[src/rtl/ad7476_spi_master.sv]
// ad7476_spi_master: reads 16-bit frames from an AD7476-class ADC and presents the 12-bit sample over valid/ready
module ad7476_spi_master #(
    parameter int CLK_DIV      = 4,
    parameter int QUIET_CYCLES = 8
) (
    input  logic        clk_i,
    input  logic        rst_n_i,
    input  logic        enable_i,
    input  logic        trigger_i,
    input  logic        clear_i,
    output logic        spi_ss_o,
    output logic        spi_sck_o,
    input  logic        spi_miso_i,
    output logic [11:0] sample_o,
    output logic        sample_valid_o,
    input  logic        sample_ready_i,
    output logic        lead_err_o,
    output logic        overrun_o,
    output logic        busy_o
);
    localparam int DW = $clog2(CLK_DIV);
    localparam int QW = $clog2(QUIET_CYCLES + 1);
    localparam logic [DW-1:0] DIV_LAST   = DW'(CLK_DIV - 1);
    localparam logic [QW-1:0] QUIET_LAST = QW'(QUIET_CYCLES - 1);

    typedef enum logic [1:0] {IDLE, SETUP, SHIFT, QUIET} state_t;

    state_t        state, next;
    logic [DW-1:0] div_cnt;
    logic [4:0]    bit_cnt;
    logic [QW-1:0] quiet_cnt;
    logic [15:0]   shreg;
    logic          div_last, fall, done, load, ss_d, sck_d;

    assign div_last = div_cnt == DIV_LAST;
    assign busy_o   = state != IDLE;

    // state register
    always_ff @(posedge clk_i) state <= !rst_n_i ? IDLE : next;

    // next-state: a frame ends after the high phase of the 16th sck period
    always_comb begin
        next = state;
        case (state)
            IDLE:    next = (enable_i | trigger_i) ? SETUP : IDLE;
            SETUP:   next = div_last ? SHIFT : SETUP;
            SHIFT:   next = (div_last && spi_sck_o && bit_cnt == 5'd15) ? QUIET : SHIFT;
            QUIET:   next = quiet_cnt == QUIET_LAST ? IDLE : QUIET;
            default: next = IDLE;
        endcase
    end

    // output decode: pin levels for the next cycle, miso capture on every sck fall, completion handshake
    always_comb begin
        done  = state == SHIFT && next == QUIET;
        fall  = div_last && spi_sck_o && (state == SETUP || (state == SHIFT && !done));
        load  = done && (!sample_valid_o || sample_ready_i);
        ss_d  = !(next == SETUP || next == SHIFT);
        sck_d = next == SHIFT ? spi_sck_o ^ div_last : 1'b1;
    end

    // counters, shift register and registered outputs
    always_ff @(posedge clk_i) begin
        if (!rst_n_i) begin
            div_cnt        <= '0;
            bit_cnt        <= '0;
            quiet_cnt      <= '0;
            shreg          <= '0;
            spi_ss_o       <= 1'b1;
            spi_sck_o      <= 1'b1;
            sample_o       <= '0;
            sample_valid_o <= 1'b0;
            lead_err_o     <= 1'b0;
            overrun_o      <= 1'b0;
        end else begin
            div_cnt        <= ((state == SETUP || state == SHIFT) && !div_last) ? div_cnt + 1'b1 : '0;
            bit_cnt        <= state == SETUP ? '0 : (state == SHIFT && div_last && spi_sck_o) ? bit_cnt + 1'b1 : bit_cnt;
            quiet_cnt      <= state == QUIET ? quiet_cnt + 1'b1 : '0;
            shreg          <= fall ? {shreg[14:0], spi_miso_i} : shreg;
            spi_ss_o       <= ss_d;
            spi_sck_o      <= sck_d;
            sample_o       <= load ? shreg[11:0] : sample_o;
            sample_valid_o <= load | (sample_valid_o & ~sample_ready_i);
            lead_err_o     <= done && shreg[15:12] != 4'd0;
            overrun_o      <= (done & ~load) | (overrun_o & ~clear_i);
        end
    end
endmodule

[config.mk]
export PLATFORM = sky130hd
export DESIGN_NAME = ad7476_spi_master
export DESIGN_NICKNAME = d
export VERILOG_FILES = /design/src/rtl/ad7476_spi_master.sv
export SDC_FILE = /design/constraint.sdc
export NUM_CORES = 1
export LEC_CHECK = 0
export ABC_AREA = 0
export CORE_ASPECT_RATIO = 2
export CORE_MARGIN = 2
export CORE_UTILIZATION = 49
export CTS_CLUSTER_DIAMETER = 80
export DETAILED_ROUTE_END_ITERATION = 6
export PLACE_DENSITY = 0.81
export SYNTH_ARGS = -nofsm -noshare
export SYNTH_HDL_FRONTEND = slang
export SYNTH_SLANG_ARGS = --single-unit
[constraint.sdc]
create_clock -name clk_i -period 2.55 [get_ports clk_i]
set_input_delay 0.765 -clock clk_i [delete_from_list [all_inputs] [get_ports clk_i]]
set_output_delay 0.765 -clock clk_i [all_outputs]
set_load 0.01 [all_outputs]
* After elaboration in Yosys (flattened, before gate mapping)
Index checks and enable logic that the tools add are counted.
** Operators by class
- Add/sub/neg operators :: 3
- Multiply operators :: 0
- Div/mod/pow operators :: 0
- $lt $le $gt $ge :: 0
- Equal/unequal tests :: 9
- Shifts and indexed selects :: 0
- Muxes and demuxes :: 5
- Bitwise logic cells :: 11
- Reduce and logical (&&, ||, !) cells :: 25
** Operators with widths (count)
- $eq 2x2->1 const B :: 5
- $logic_and 1x1->1 :: 10
- $pmux 2 s4 :: 1
- $reduce_and 2->1 :: 3
- $add 5x1->5 const B :: 1
- $eq 5x4->1 const B :: 1
- $add 4x1->4 const B :: 1
- $eq 2x1->1 const B :: 2
- $eq 4x3->1 const B :: 1
- $logic_not 1->1 :: 4
- $logic_or 1x1->1 :: 4
- $mux 2 :: 2
- $not 1->1 :: 4
- $reduce_bool 4->1 :: 1
- $and 1x1->1 :: 3
- $or 1x1->1 :: 3
- $add 2x1->2 const B :: 1
- $logic_not 2->1 :: 1
- $mux 1 :: 2
- $reduce_bool 2->1 :: 1
- $reduce_or 2->1 :: 1
- $xor 1x1->1 :: 1
** Storage, ports and cells
- Flip-flop bits (word level) :: 46
- Bits in latches :: 0
- Bits in writable memories :: 0
- ROM bits :: 0
- Bits of input ports :: 7
- Output and inout port bits :: 18
- Memories :: 0

* Depth between registers and ports, before layout
Gate-level depths: netlist (run 1).
- Depth after elaboration :: 11
- Gate-level depth with buffers :: 11
- Gate-level depth less buffers :: 10

* Least setup slack after synthesis (run 1)
OpenSTA, ideal clock, no wires.
- Path kind :: register to register
- Start :: reg bit_cnt[0]
- End :: reg overrun_o
- Arrival :: 2.285 ns
- Slack :: 0.150 ns
- Stages on the path, launching flop included :: 12
- Clock period less this slack :: 2.400 ns
- Path through :: dfxtp_1 -> ha_1 -> and3_1 -> ha_1 -> and3_2 -> a2111oi_4 -> nor2_1 -> ha_1 -> nand2_1 -> clkbuf_1 -> o22ai_1 -> and2_1
** On the way
- Longest elaborated chain between the ends :: 10
** Ends and longest elaborated chain
- from (decl) :: RTL line 30 : logic [4:0] bit_cnt;
- from (signal assigned) :: RTL line 77 : bit_cnt <= state == SETUP ? '0 : (state == SHIFT && div_last && spi_sck_o) ? bit_cnt + 1'b1 : bit_cnt;
- $eq 5x4->1 * :: RTL line 47 : SHIFT: next = (div_last && spi_sck_o && bit_cnt == 5'd15) ? QUIET : SHIFT;
- $logic_and 1x1->1 * :: RTL line 47
- $mux 1 * :: RTL line 47
- $pmux 2 s4 * :: RTL line 44 : case (state)
- net next[0] :: RTL line 28 : state_t state, next;
- $eq 2x2->1 * :: RTL line 55 : done = state == SHIFT && next == QUIET;
- $logic_and 1x1->1 * :: RTL line 55
- $logic_and 1x1->1 :: RTL line 57 : load = done && (!sample_valid_o || sample_ready_i);
- $not 1->1 :: RTL line 85 : overrun_o <= (done & ~load) | (overrun_o & ~clear_i);
- $and 1x1->1 * :: RTL line 85
- $or 1x1->1 * :: RTL line 85
- to (signal assigned) :: RTL line 85
- to (decl) :: RTL line 18 : output logic overrun_o,
The timed path passes the listed nets; every way through them passes the cells marked *.
A chain may end at the register's enable or synchronous reset.

* Worst setup path in the final report (run 1)
- Start :: reg bit_cnt[0]
- End :: reg shreg[5]
** On the way
- Longest elaborated chain between the ends :: 10
** Ends and longest elaborated chain
- $eq 5x4->1 :: RTL line 47
- $logic_and 1x1->1 :: RTL line 47
- $mux 1 :: RTL line 47
- $pmux 2 s4 :: RTL line 44
- net next[0] :: RTL line 28
- $eq 2x2->1 :: RTL line 55
- $logic_and 1x1->1 :: RTL line 55
- $logic_not 1->1 :: RTL line 56 : fall = div_last && spi_sck_o && (state == SETUP || (state == SHIFT && !done));
- $logic_and 1x1->1 :: RTL line 56
- $logic_or 1x1->1 :: RTL line 56
- $logic_and 1x1->1 :: RTL line 56
- to (signal assigned) :: RTL line 79 : shreg <= fall ? {shreg[14:0], spi_miso_i} : shreg;
- to (decl) :: RTL line 32 : logic [15:0] shreg;
The timed path passes the listed nets, and every way through them passes these cells.

==> metrics.md, run 1 <==
| Metric | Value |
|---|---|
| Status | completed |
| Avg Inst Size Synth | 10.0 um^2 |
| Drc violations | 0 |
| N_diodes | 0 |
| First-pass GRT wire length | 6520 um |
| Crit. End Element | flip-flop |
| Setup tns final | 0 ns |
| Arrival time at the worst endpoint | between 2 and 3 ns |
| Sequential share of the synthesized area | 0.475 |
| Distinct cells, synth | 37 |
| Chip width | between 40 and 50 um |
| Startpoint types | flip-flop |
| Fin crit share | 0.923 |
| Crit path time final | around 2.4 ns |
| Hold WS | between 0.4 and 0.5 ns |
| Syn Std Cell Area | 0.00194 mm^2 |
| FF-to-FF Start | bit_cnt[0]$_SDFFE_PP0P_ |
| Initial antenna violation count | 0 |
| Largest net degree at the start of global routing | 17 |
| Gate power share | 0.046 |
| Max Clock Skew | 0.00752 ns |
| Layout cell share with drive strength beyond 1 | 0.0987 |
| Vias | around 1.5k |
| Reg power frac | 0.499 |
| Final hold vios | 0 |
| Nets | 241 |
| Synth Instances | 193 |
| GPL Wtd Cong | 0.789 |
| P_sw | 0.000278 W |
| Die ar. | between 0.004 and 0.005 mm^2 |
| Beginning of the critical path | bit_cnt[0]$_SDFFE_PP0P_ |
| Slowest stage delay, CP | between 0.3 and 0.4 ns |
| Hpwl dp | approximately 2700 um |
| Max-slew headroom | 0.464 |
| Clock share of power | 0.455 |
| GRT Resource Usage Total | 0.184 |
| Fill count | 327 |
| Clock Path Buffers | 2 |
| Htree depth | 2 |
| GRT overflow | 0 |
| Number of global-route vias before repair | 1495 |
| Yosys warns | 0 |
| Flops & latches, synth | 46 |
| Post-synth net total | 212 |
| RSZ-0062 raised after global routing | false |
| Clk Latency, worst-skew pair | 0.30 ns |
| Max Slew Vio Count | 0 |
| CTS Buf Count | 5 |
| Postcts setup bufs | 0 |
| Vias per cell | about 5.3 |
| TritonCTS clock tree | yes |
| Critical path class | reg2reg |
| Fmax | 425 MHz |
| CP max-delay cell | dfxtp_1 |
| Clk pin slew, worst setup/hold paths | 0.08 ns |
| Most frequent CP cell | ha_1 |
| Starting Density | 0.509 |
| Die Ht | around 93 um |
| Power Density | 603 mW/mm^2 |
| CP cell instances | ha_1 > and3_1 > ha_1 > and3_2 > a2111oi_4 > nor2_1 > ha_1 > nor2b_4 > o21ai_4 > mux2i_1 |
| Critical Path RT | approximately 2.7 ns |
| Worst Tran Pin Value | 0.803 ns |
| Final Setup Violations | 0 |
| # clock sinks | 46 |
| Row cnt | 32 |
| Root Buffer | clkbuf_8 |
| Area of the core | 0.00380 mm^2 |
| Port bufs | 24 |
| Post-DRT Antenna Nets | 0 |
| Initial DRC count | 28 |
| Wirelength per Cell | 14.1 um |
| Area Overhead vs Synth | 24.3% |
| Switching portion of total power | 0.192 |
| CP Max Fanout | 8 |
| Maximum VDD drop | between 0.5 and 0.6 mV |
| Io pins | 25 |
| Reg2reg setup slack | about 0.2 ns |
| Pint | between 0.001 and 0.0015 W |
| Hold WC Path Type | reg2reg |
| LEAKAGE | 0.988 nW |
| TritonRoute pass-1 iters | 4 |
| Hold_sp | div_cnt[0]$_SDFF_PN0_ |
| Routed WL | slightly below 4000 um |
| Max Cap Viol | 0 |
-- cell usage in the layout, fill, tap and decap left out, types with 5 or more instances in the layout --
| cell | n |
|---|---|
| nand3_1 | 14 |
| a21boi_0 | 8 |
| clkbuf_8 | 6 |
| clkdlybuf4s50_1 | 24 |
| ha_1 | 12 |
| dfxtp_1 | 46 |
| buf_4 | 5 |
| mux2i_1 | 17 |
| nand2_1 | 21 |
| o21ai_0 | 13 |
| nor2_1 | 9 |
| a21boi_1 | 5 |
| inv_1 | 5 |
-- synthesized netlist by cell type --
| cell type | n | share of area |
|---|---|---|
| nor4bb_1 | 1 | 0.0052 |
| o21ai_4 | 1 | 0.0084 |
| a21oi_1 | 2 | 0.0052 |
| xor2_1 | 3 | 0.014 |
| buf_8 | 1 | 0.0077 |
| mux2i_1 | 17 | 0.088 |
| nor3b_1 | 3 | 0.012 |
| nand3b_1 | 2 | 0.0077 |
| nand4_1 | 1 | 0.0032 |
| and2_2 | 1 | 0.0039 |
| or3_1 | 1 | 0.0032 |
| a221oi_1 | 1 | 0.0045 |
| or2_2 | 1 | 0.0032 |
| dfxtp_1 | 46 | 0.48 |
| nor2_1 | 9 | 0.017 |
| nor2b_1 | 2 | 0.0065 |
| clkbuf_1 | 6 | 0.012 |
| buf_2 | 1 | 0.0026 |
| and2_1 | 1 | 0.0032 |
| and3_2 | 1 | 0.0039 |
| xnor2_1 | 1 | 0.0045 |
| ha_1 | 12 | 0.078 |
| nand2_1 | 21 | 0.041 |
| and4b_1 | 1 | 0.0052 |
| o22ai_1 | 1 | 0.0032 |
| inv_1 | 5 | 0.0097 |
| and3_1 | 2 | 0.0065 |
| nand2b_1 | 3 | 0.0097 |
| nor4_1 | 1 | 0.0032 |
| a21boi_0 | 13 | 0.050 |
| nor2b_4 | 1 | 0.0071 |
| buf_4 | 1 | 0.0039 |
| nand3_1 | 14 | 0.036 |
| nand3_2 | 1 | 0.0052 |
| a2111oi_4 | 1 | 0.014 |
| o21ai_0 | 13 | 0.034 |
| or2_1 | 1 | 0.0032 |
-- final cells by class --
class                      instances  area [um^2]  share of cell area
clock buffer                       6         82.6              0.0343
clock inverter                     2         60.1              0.0249
tap                               51         63.8              0.0265
multi-input combinational        134          963               0.400
timing repair buffer              30          298               0.124
sequential                        46          921               0.383
inverter                           5         18.8             0.00780
-- metal layers --
layer  global-route usage  share of wire  up-vias
met2                0.374           0.57       22
met1                0.177           0.39      702
li1                     -              -      729
met3               0.0339          0.022        7
met5                    0              0        -
met4               0.0667          0.024        0
-- cells by family after synthesis --
| family | count (synthesis) | synth area share |
|---|---|---|
| multiplexers | 17 | 0.0879 |
| AND/OR/NAND/NOR | 68 | 0.186 |
| XOR/XNOR | 4 | 0.0181 |
| flip-flops | 46 | 0.475 |
| buffers and inverters | 14 | 0.0355 |
| AO/OA/AOI/OAI | 32 | 0.120 |
| adder cells (fa/ha/maj) | 12 | 0.0775 |
-- final timing paths --
kind,endpoint,cells past startpoint
setup / recovery,shreg[5]$_SDFFE_PN0P_,10
hold / removal,div_cnt[0]$_SDFF_PN0_,1
setup reg to reg,shreg[5]$_SDFFE_PN0P_,10
hold reg to reg,div_cnt[0]$_SDFF_PN0_,1
-- worst max-delay path, delay by kind of cell, from the launching register on --
family	cells	cell delay [ns]
AND/OR/NAND/NOR	4	0.68
adder cells (fa/ha/maj)	3	0.67
AO/OA/AOI/OAI	2	0.39
flip-flops	1	0.34
multiplexers	1	0.16
-- what timing repair did --
action                                  4_1_cts  5_1_grt
resized for setup                             0        6
endpoints found under the setup margin        0       29
hold buffers                                  0        0
-- metrics by stage --
stage	total power (W)	area, um^2	setup WS, ns	util	std cells
2_1_floorplan	0.000778	1940	0.150	-	193
3_3_place_gp	0.000805	2250	0.0467	0.591	265
3_5_place_dp	0.000806	2250	0.00942	0.591	265
4_1_cts	0.00146	2390	0.0388	0.629	273
5_1_grt	0.00151	2410	0.0649	0.633	274
6_report	0.00145	2410	0.197	0.633	274
-- flip-flops by register name, summed over array words and instances (netlist names) --
signal / flops
overrun_o: 1
div_cnt: 2
spi_sck_o: 1
bit_cnt: 5
shreg: 16
state: 2
sample_valid_o: 1
lead_err_o: 1
sample_o: 12
quiet_cnt: 4
spi_ss_o: 1
-- power groups by stage --
stage          clock network [W]  registers [W]   logic, W
2_1_floorplan                  0       0.000742  0.0000357
3_3_place_gp                   0       0.000742  0.0000633
3_5_place_dp                   0       0.000742  0.0000642
4_1_cts                 0.000669       0.000725  0.0000645
5_1_grt                 0.000707       0.000726  0.0000730
6_report                0.000661       0.000725  0.0000666
No activity file was read; power rests on OpenSTA's default activity.
==> inputs of run 2 (changes only) <==
==> constraint.sdc (replaced) <==
create_clock -name clk_i -period 2 [get_ports clk_i]
set_input_delay 0.6 -clock clk_i [delete_from_list [all_inputs] [get_ports clk_i]]
set_output_delay 0.6 -clock clk_i [all_outputs]
set_load 0.01 [all_outputs]
==> run 2 against run 1 <==
Against the previous run:
- the flow now finishes with violations (setup timing)
- die area is the same
- count of clock-buffer cells in the layout decreased by 1
- fmax increased by 12%
- sequential power is 28% higher
- critical path type unchanged
- critical path depth rose by 1
- power grew 11%
- cell area is 8.8% higher
==> metrics.md, run 2 (synthesis gave the netlist of run 1 again) <==
| Metric | Value |
|---|---|
| Status | finished, violations left |
| Failing checks | setup timing |
| Commonest non-fill, non-tap cells in the layout | dfxtp_1 (43), buf_4 (24), clkdlybuf4s50_1 (23) |
| Hold WC Path Type | reg2reg |
| GPL Wtd Cong | 0.748 (-5.2%) |
| Critical Path RT | 2.22 ns (-0.51 ns) |
| Sequential cell area | 925 um^2 (+0.41%) |
| Clock Path Buffers | 2 (unchanged) |
| Hpwl dp | 2830 um (+4.4%) |
| Fmax | 475 MHz (+12%) |
| Max Clock Skew | 0.0101 ns (+0.00255 ns) |
| Fill count | 307 (-6.1%) |
| Largest net degree at the start of global routing | 42 (+25) |
| Hold Buf Count CTS | 0 (unchanged) |
| Worst Tran Pin Value | 0.628 ns (-0.175 ns) |
| CP Max Fanout | 6 (-2) |
| Commonest non-fill, non-tap cell in the layout | dfxtp_1 |
| Highest metal used | met4 |
| CTS Buf Count | 5 (unchanged) |
| Reg2Reg Depth | 11 (+1) |
| # clock sinks | 46 (unchanged) |
| Htree depth | 2 (unchanged) |
| Max-slew headroom | 0.580 (+0.117) |
| Maximum VDD drop | 0.755 mV (+44%) |
| First-pass GRT wire length | 6730 um (+3.3%) |
| Vias per cell | 5.21 (-2.3%) |
| Setup tns final | -1.81 ns (-1.81 ns) |
| GRT Resource Usage Total | 0.193 (+0.00859) |
| GRT overflow | 0 (unchanged) |
| Power Density | 614 mW/mm^2 (+1.7%) |
| Startpoint types | flip-flop |
| Wl on met1 | 1410 um (-5.7%) |
| Starting Density | 0.509 (unchanged) |
| Area of the core | 0.00380 mm^2 (unchanged) |
| Io pins | 25 (unchanged) |
| Initial antenna violation count | 0 (unchanged) |
| Final setup margin | -0.107 ns (-0.303 ns) |
| Wirelength per Cell | 13.2 um (-6.6%) |
| Die ar. | 0.00450 mm^2 (unchanged) |
| Die Ht | 92.9 um (unchanged) |
| Max Slew Vio Count | 0 (unchanged) |
| Hold_sp | shreg[15]$_SDFFE_PN0P_ |
| Crit path time final | 2.11 ns (-0.247 ns) |
| Critical path class | reg2reg |
| Area of the multi-input gates | 0.00101 mm^2 (+5.2%) |
| Max Cap Viol | 0 (unchanged) |
| Area Overhead vs Synth | 35.2% |
| WL met3 | 106 um (+25%) |
| R2R Path End | shreg[0]$_SDFFE_PN0P_ |
| Clk Latency, worst-skew pair | 0.30 ns (about the same) |
| Final Util | 0.688 (+0.0556) |
| TritonCTS clock tree | yes |
| Drc violations | 0 (unchanged) |
| Root Buffer | clkbuf_8 |
| TritonRoute pass-1 iters | 4 (unchanged) |
| Final hold vios | 0 (unchanged) |
| Routed WL | 3890 um (+0.60%) |
| Crit. End Element | flip-flop |
| Sink of the worst hold path | shreg[15]$_SDFFE_PN0P_ |
| RSZ-0062 raised after global routing | true |
| Largest register by flop count | shreg |
| Fin crit share | 1.05 (+0.130) |
| N_diodes | 0 (unchanged) |
| Nets | 262 (+8.7%) |
| Biggest regs | shreg x16, sample_o x12, bit_cnt x5 |
| Row cnt | 32 (unchanged) |
| Post-DRT Antenna Nets | 0 (unchanged) |
| Final Setup Violations | 29 (+29) |
| Beginning of the critical path | bit_cnt[1]$_SDFFE_PP0P_ |
| Port bufs | 24 (unchanged) |
| Number of global-route vias before repair | 1614 (+8.0%) |
| Hold WS | 0.464 ns (+0.0204 ns) |
| Max reg flops | 16 (unchanged) |
| Layout cell share with drive strength beyond 1 | 0.230 (+0.131) |
| Final Power | 0.00161 W (+11%) |
| FF-to-FF Start | bit_cnt[1]$_SDFFE_PP0P_ |
| Initial DRC count | 28 (unchanged) |
| WL met2 | 2200 um (+0.73%) |
| Chip width | 48.5 um (unchanged) |
| Reg2reg setup slack | -0.11 ns (-0.30 ns) |
| Pre-CTS setup slack | -0.401 ns (-0.411 ns) |
| LEAKAGE | 1.08 nW (+9.8%) |
| Hold path cells | 2 (+1) |
| Arrival time at the worst endpoint | 2.33 ns (-0.20 ns) |
| Vias | 1536 (+5.2%) |
| Clk pin slew, worst setup/hold paths | 0.09 ns (about the same) |
==> run 2: changes by cell type in the layout (fill, tap and decap cells not counted), moves of 3 or more <==
| cell | before | now |
|---|---|---|
| buf_4 | 5 | 24 |
| ha_1 | 12 | 5 |
| a21boi_0 | 8 | 2 |
| a21boi_1 | 5 | 11 |
| ha_2 | 0 | 4 |
| dfxtp_1 | 46 | 43 |
| dfxtp_2 | 0 | 3 |
| ha_4 | 0 | 3 |
==> run 2: cell type report <==
class | instances | area share
well taps | 51 | 0.0244
repair buffers | 52 | 0.193
inverters | 5 | 0.00717
flip-flops and latches | 46 | 0.353
clock buffers | 5 | 0.0263
multi-input cells | 133 | 0.387
clock inverters | 3 | 0.00908
==> run 2: through the flow <==
step | cells | cell area (um^2)
final | 295 | 2620
after global routing | 295 | 2620
after CTS | 295 | 2610
after detailed placement | 283 | 2450
after global placement | 283 | 2450
after floorplan | 193 | 2000
==> run 2: worst max path at each step <==
stage,depth (start not counted),slack (ns),end
after detailed placement,7,-0.40,shreg[0]$_SDFFE_PN0P_
after floorplan,11,-0.02,shreg[0]$_SDFFE_PN0P_
final,11,-0.11,shreg[0]$_SDFFE_PN0P_
after CTS,11,-0.13,shreg[0]$_SDFFE_PN0P_
after global placement,7,-0.35,shreg[12]$_SDFFE_PN0P_
after global routing,11,-0.17,shreg[0]$_SDFFE_PN0P_
==> run 2: worst max-delay path, stage by stage, from the launching register on <==
cell and delay, ns:
dfxtp_2 0.34, ha_4 0.16, and3_4 0.16, ha_4 0.15
and3_4 0.15, a2111oi_4 0.23, nor2_1 0.08, ha_2 0.22
nor2b_4 0.13, o21ai_4 0.09, buf_12 0.15, mux2i_1 0.17
==> run 2: routing by layer <==
metal | up-vias | global-route usage
met4 | 0 | 0.124
met5 | - | 0
met2 | 34 | 0.395
met1 | 722 | 0.163
met3 | 12 | 0.0290
li1 | 768 | -
==> run 2: what timing repair did <==
item,in CTS,in global routing
buffers inserted,3,0
cloned,1,0
endpoints found under the setup margin,31,33
pin swaps,6,5
resized for setup,9,12
==> run 2: power by group <==
part,internal [W],switching (W)
logic,0.0000557,0.0000431
registers,0.000922,0.00000472
clock network,0.000250,0.000333
total,0.00123,0.000380
